$ cat src/rtl/alu_pkg.sv
// ---------------------------------------------------------------------------
// alu_pkg
// Shared constants for the ALU datapath group.
//   ST_IDLE / ST_SHIFT / ST_DONE : serial-unit FSM state encoding
//   ALU_W                        : default operand width
// ---------------------------------------------------------------------------
package alu_pkg;

  localparam int ALU_W = 4;

  localparam logic [1:0] ST_IDLE  = 2'd0;
  localparam logic [1:0] ST_SHIFT = 2'd1;
  localparam logic [1:0] ST_DONE  = 2'd2;

endpackage

$ cat src/rtl/full_subtractor.sv
// ---------------------------------------------------------------------------
// full_subtractor
// One-bit combinational subtractor: d = a - b - bin.
// Ports:
//   a, b, bin : minuend bit, subtrahend bit, borrow in
//   d         : difference bit
//   bout      : borrow out
// ---------------------------------------------------------------------------
module full_subtractor (
  input  logic a,
  input  logic b,
  input  logic bin,
  output logic d,
  output logic bout
);

  assign d    = a ^ b ^ bin;
  assign bout = (~a & b) | (~(a ^ b) & bin);

endmodule

$ cat src/rtl/serial_subtractor.sv
// ---------------------------------------------------------------------------
// serial_subtractor
// Bit-serial subtractor, LSB first, one bit per clock: diff = a - b - bin.
// Operands are taken on an in_valid/in_ready handshake, the result is
// presented on out_valid/out_ready. No overlap between operations.
// Optional macro: SERIAL_SUB_OVF_EN adds the signed-overflow output ovf.
// Ports:
//   clk, rst            : clock (rising edge), async active-high reset
//   in_valid, in_ready  : operand handshake
//   a, b, bin           : minuend, subtrahend, borrow in
//   out_valid, out_ready: result handshake
//   diff, bout          : difference (mod 2^WIDTH) and unsigned borrow out
//   ovf                 : signed overflow (SERIAL_SUB_OVF_EN only)
// ---------------------------------------------------------------------------
module serial_subtractor
  import alu_pkg::*;
#(
  parameter int WIDTH = ALU_W
) (
  input  logic             clk,
  input  logic             rst,
  input  logic             in_valid,
  output logic             in_ready,
  input  logic [WIDTH-1:0] a,
  input  logic [WIDTH-1:0] b,
  input  logic             bin,
  output logic             out_valid,
  input  logic             out_ready,
  output logic [WIDTH-1:0] diff,
`ifdef SERIAL_SUB_OVF_EN
  output logic             bout,
  output logic             ovf
`else
  output logic             bout
`endif
);

  localparam int CW = $clog2(WIDTH + 1);
  localparam logic [CW-1:0] LAST = CW'(WIDTH - 1);

  logic [1:0]       state;
  logic [WIDTH-1:0] a_sh;
  logic [WIDTH-1:0] b_sh;
  logic             br;
  logic [CW-1:0]    cnt;
  logic             d_bit;
  logic             br_next;
  logic             accept;

  assign in_ready = (state == ST_IDLE);
  assign accept   = in_valid & in_ready;

  full_subtractor u_fs (
    .a    (a_sh[0]),
    .b    (b_sh[0]),
    .bin  (br),
    .d    (d_bit),
    .bout (br_next)
  );

  // Control, borrow chain and result registers
  always_ff @(posedge clk or posedge rst) begin
    if (rst) begin
      state     <= ST_IDLE;
      out_valid <= 1'b0;
      diff      <= '0;
      bout      <= 1'b0;
      br        <= 1'b0;
      cnt       <= '0;
`ifdef SERIAL_SUB_OVF_EN
      ovf       <= 1'b0;
`endif
    end else begin
      case (state)
        ST_IDLE: begin
          if (accept) begin
            br    <= bin;
            cnt   <= '0;
            state <= ST_SHIFT;
          end
        end
        ST_SHIFT: begin
          diff <= {d_bit, diff[WIDTH-1:1]};
          br   <= br_next;
          cnt  <= cnt + CW'(1);
          if (cnt == LAST) begin
            bout      <= br_next;
`ifdef SERIAL_SUB_OVF_EN
            // On the last bit a_sh[0]/b_sh[0] are the operand sign bits and
            // d_bit is the result sign bit.
            ovf       <= (a_sh[0] ^ b_sh[0]) & (d_bit ^ a_sh[0]);
`endif
            out_valid <= 1'b1;
            state     <= ST_DONE;
          end
        end
        ST_DONE: begin
          if (out_ready) begin
            out_valid <= 1'b0;
            state     <= ST_IDLE;
          end
        end
        default: begin
          out_valid <= 1'b0;
          state     <= ST_IDLE;
        end
      endcase
    end
  end

  // Operand shift registers: pure data, no reset needed
  always_ff @(posedge clk) begin
    if (accept) begin
      a_sh <= a;
      b_sh <= b;
    end else if (state == ST_SHIFT) begin
      a_sh <= {1'b0, a_sh[WIDTH-1:1]};
      b_sh <= {1'b0, b_sh[WIDTH-1:1]};
    end
  end

endmodule

$ cat config.mk
export PLATFORM = sky130hd
export DESIGN_NAME = serial_subtractor
export DESIGN_NICKNAME = d
export VERILOG_FILES = /design/src/rtl/alu_pkg.sv /design/src/rtl/full_subtractor.sv /design/src/rtl/serial_subtractor.sv
export SDC_FILE = /design/constraint.sdc
export NUM_CORES = 1
export LEC_CHECK = 0
export ABC_AREA = 1
export BUFFER_PORTS_ARGS = -buffer_cell sky130_fd_sc_hd__buf_2
export CORE_MARGIN = 2
export CORE_UTILIZATION = 25
export CTS_CLUSTER_DIAMETER = 40
export DETAILED_ROUTE_END_ITERATION = 8
export GPL_ROUTABILITY_DRIVEN = 0
export GPL_TIMING_DRIVEN = 0
export PLACE_DENSITY = 0.45
export SYNTH_ARGS = -nofsm -noshare
export SYNTH_HDL_FRONTEND = slang
export SYNTH_SLANG_ARGS = --single-unit
$ cat constraint.sdc
create_clock -name clk -period 1.3 [get_ports clk]
set_input_delay 0.26 -clock clk [delete_from_list [all_inputs] [get_ports clk]]
set_output_delay 0.26 -clock clk [all_outputs]
set_load 0.02 [all_outputs]
==> results.cfg <==
[power]
p_per_area_mw_per_mm2 = 2410
combPwrFrac_pct = 46.3
p_sw_uw = 1120
p_leak_uw = 0.000587
p_sw_share_pct = 40.6
seqPwrFrac_pct = 42.9
p_clk_share_pct = 10.9
p_total_uw = 2760
peakVddDrop_uv = 928
internal_power_uw = 1640

[clock_tree]
clk_pin_slew_ps = 100
cts-buffers-inserted = 3
cts_tree = built
worst_skew_pair.late_latency_ps = 290
clock-sinks = 20
cts-root-buf = clkbuf_4
clk_path_buf_depth = 2
htreeDepth = 1

[synthesis]
synth_area_leader_cell = dfrtp_1
ys_top_cells_by_count = nand2_1, inv_1, dfrtp_1
synth_edf_count = 8
ys_types = 16
async_reset_ff_share_pct = 60.0
yosysWarnings = 0
ys_seq_elements = 20
netlist_top_cells_area = dfrtp_1, edfxtp_1, nand2_1
syn_area_um2 = 908
synth_most_common_cell = nand2_1
synth.avg_cell_area_um2 = 9.66
synth_top_area_share_pct = 33.1
ys_seq_area_share_pct = 59.5
syn-instance-count = 94
ys.flop_type = dfrtp_1
syn-num-nets = 110

[cells_and_area]
seq_area_um2 = 543
area_growth_pct = 26.3
fillers = 378
final_util_pct = 33.6
drive_gt1_share_pct = 33.1
multi_input_area_um2 = 323
fin_nets = 138
antennaDiodeCount = 0

[timing]
maxSlewViolCount = 0
rsz0062_at_grt = yes
slew_headroom_pct = 68.9
setup_viol = 1
holdWs_ps = 220
finalClockSkew_ps = 9.34
setup_tns_ps = -10.9
post-route-period-util_pct = 101
setup_ws_ps = -10.9
worst_pin_slew_ps = 467
fmax_ghz = 0.763
min_period_ps = 1310
hold_violations = 0

[worst_setup_path]
critPathLaunchType = flip-flop
critPathArrivalTime_ps = 1050
cpPeakStageDelay_ps = 470
critPathMaxFanout = 5
cp_top_family = flip-flops
path_class = flip-flop to primary output
crit_buf_inv = 1
crit_required_ps = 1040
rrSetupSlack_ps = 40
path_cells = nor2_4 -> buf_6
slowest_stage = dfrtp_2
end_kind = primary output

[placed_design]
dpl.hpwl_um = 1220
io_buffers = 18
dp_worst_setup_slack_ps = -81.5

[detailed_routing]
vias = 676
routed_wl_um = 1730
drc = 0
avgViaCountPerCell = 4.05
postRouteAntennaNets = 0
post_drt_wl_per_cell_um = 10.4
drt-initial-drc-count = 43
first_pass_iters = 4

[worst_hold_path]
worstHoldPathType = primary input to flip-flop

[die]
die_w_um = 64.3
io_pins = 20
start_util_pct = 26.6
die_y_um = 64.3
row_count = 21
die_area_mm2 = 0.00413
core_mm2 = 0.00342

[run_status]
outcome = finished, violations left
violations = negative setup slack

[global_routing]
antenna_found_initial = 0
overflow = 0
grt_pass1_wl_um = 2860
grt_max_degree = 13
grt_util_all_layers_pct = 8.96
grt_pass1_vias = 628

[job]
drv_cap = 0
## worst reg2reg max path, cell delays in order (launching register included)
cell and delay, ps:
dfrtp_2 470, nor2_4 160, buf_4 180, nand2_4 100, nand2_1 80, nand2_1 50
## metal layers
metal  routed length, µm  part of all wire, %  global-route usage, %  vias up
li1                    -                    -                      -      351
met1                 817                   47                   11.9      298
met2                 780                   45                   14.1       25
met3                 124                  7.2                   3.87        2
met4                  11                 0.63                  0.798        0
met5                   0                    0                      0        -
## placed cells by master (no fill, tap or decap), drive strengths merged
master / count
ha: 2
clkbuf: 4
a21oi: 1
nand3: 10
dfrtp: 12
nor2: 6
dlygate4sd3: 1
fa: 1
nand2: 31
edfxtp: 8
inv: 15
buf: 23
o21ai: 7
## power by group through the flow
stage	registers, µW	clock network (µW)	logic, µW
after floorplan	1280	0	730
after global placement	1190	0	1100
after CTS	1180	321	1250
after global routing	1220	354	1450
after detailed placement	1200	0	1130
final	1180	300	1280
## cells by family after synthesis
family	after synthesis	synth area share, %
AND/OR/NAND/NOR	47	22.7
AO/OA/AOI/OAI	8	6.06
buffers and inverters	16	6.75
flip-flops	20	59.5
adder cells (fa/ha/maj)	3	4.96
## layout make-up
cell class                 instances  area share, %
buffer                             1          0.436
clock buffer                       4           2.29
inverter                          15           4.91
multi-input combinational         58           28.1
sequential                        20           47.3
tap                               46           5.02
timing repair buffer              23           11.9
## worst paths after layout
check	from	to	cells after the start
max	state[1]$_DFFE_PP0P_	in_ready	2
min	bin	br$_DFFE_PP0P_	3
max reg2reg	state[1]$_DFFE_PP0P_	b_sh[1]$_DFFE_PP_	5
min reg2reg	diff[0]$_DFFE_PP0N_	diff[0]$_DFFE_PP0N_	2
max in group asynchronous	rst	state[1]$_DFFE_PP0P_	3
min in group asynchronous	rst	cnt[2]$_DFFE_PP0P_	3
## sequential cells by signal, summed over array words and instances, names as in the netlist
signal and count:
a_sh 4, b_sh 4, diff 4, cnt 3
state 2, bout 1, br 1, out_valid 1
## repair_timing
item / CTS / global route
hold buffers: 1 / 0
pin swaps: 1 / 1
setup buffers: 3 / 1
gates resized for setup: 5 / 4
endpoints found under the setup margin: 14 / 16
hold endpoints to repair: 12 / 0
## per-stage QoR
stage          cells  instance area, µm²
2_1_floorplan     94                 908
3_3_place_gp     158                1060
3_5_place_dp     158                1060
4_1_cts          166                1130
5_1_grt          167                1150
6_report         167                1150
(Power assumes the default switching activity.)
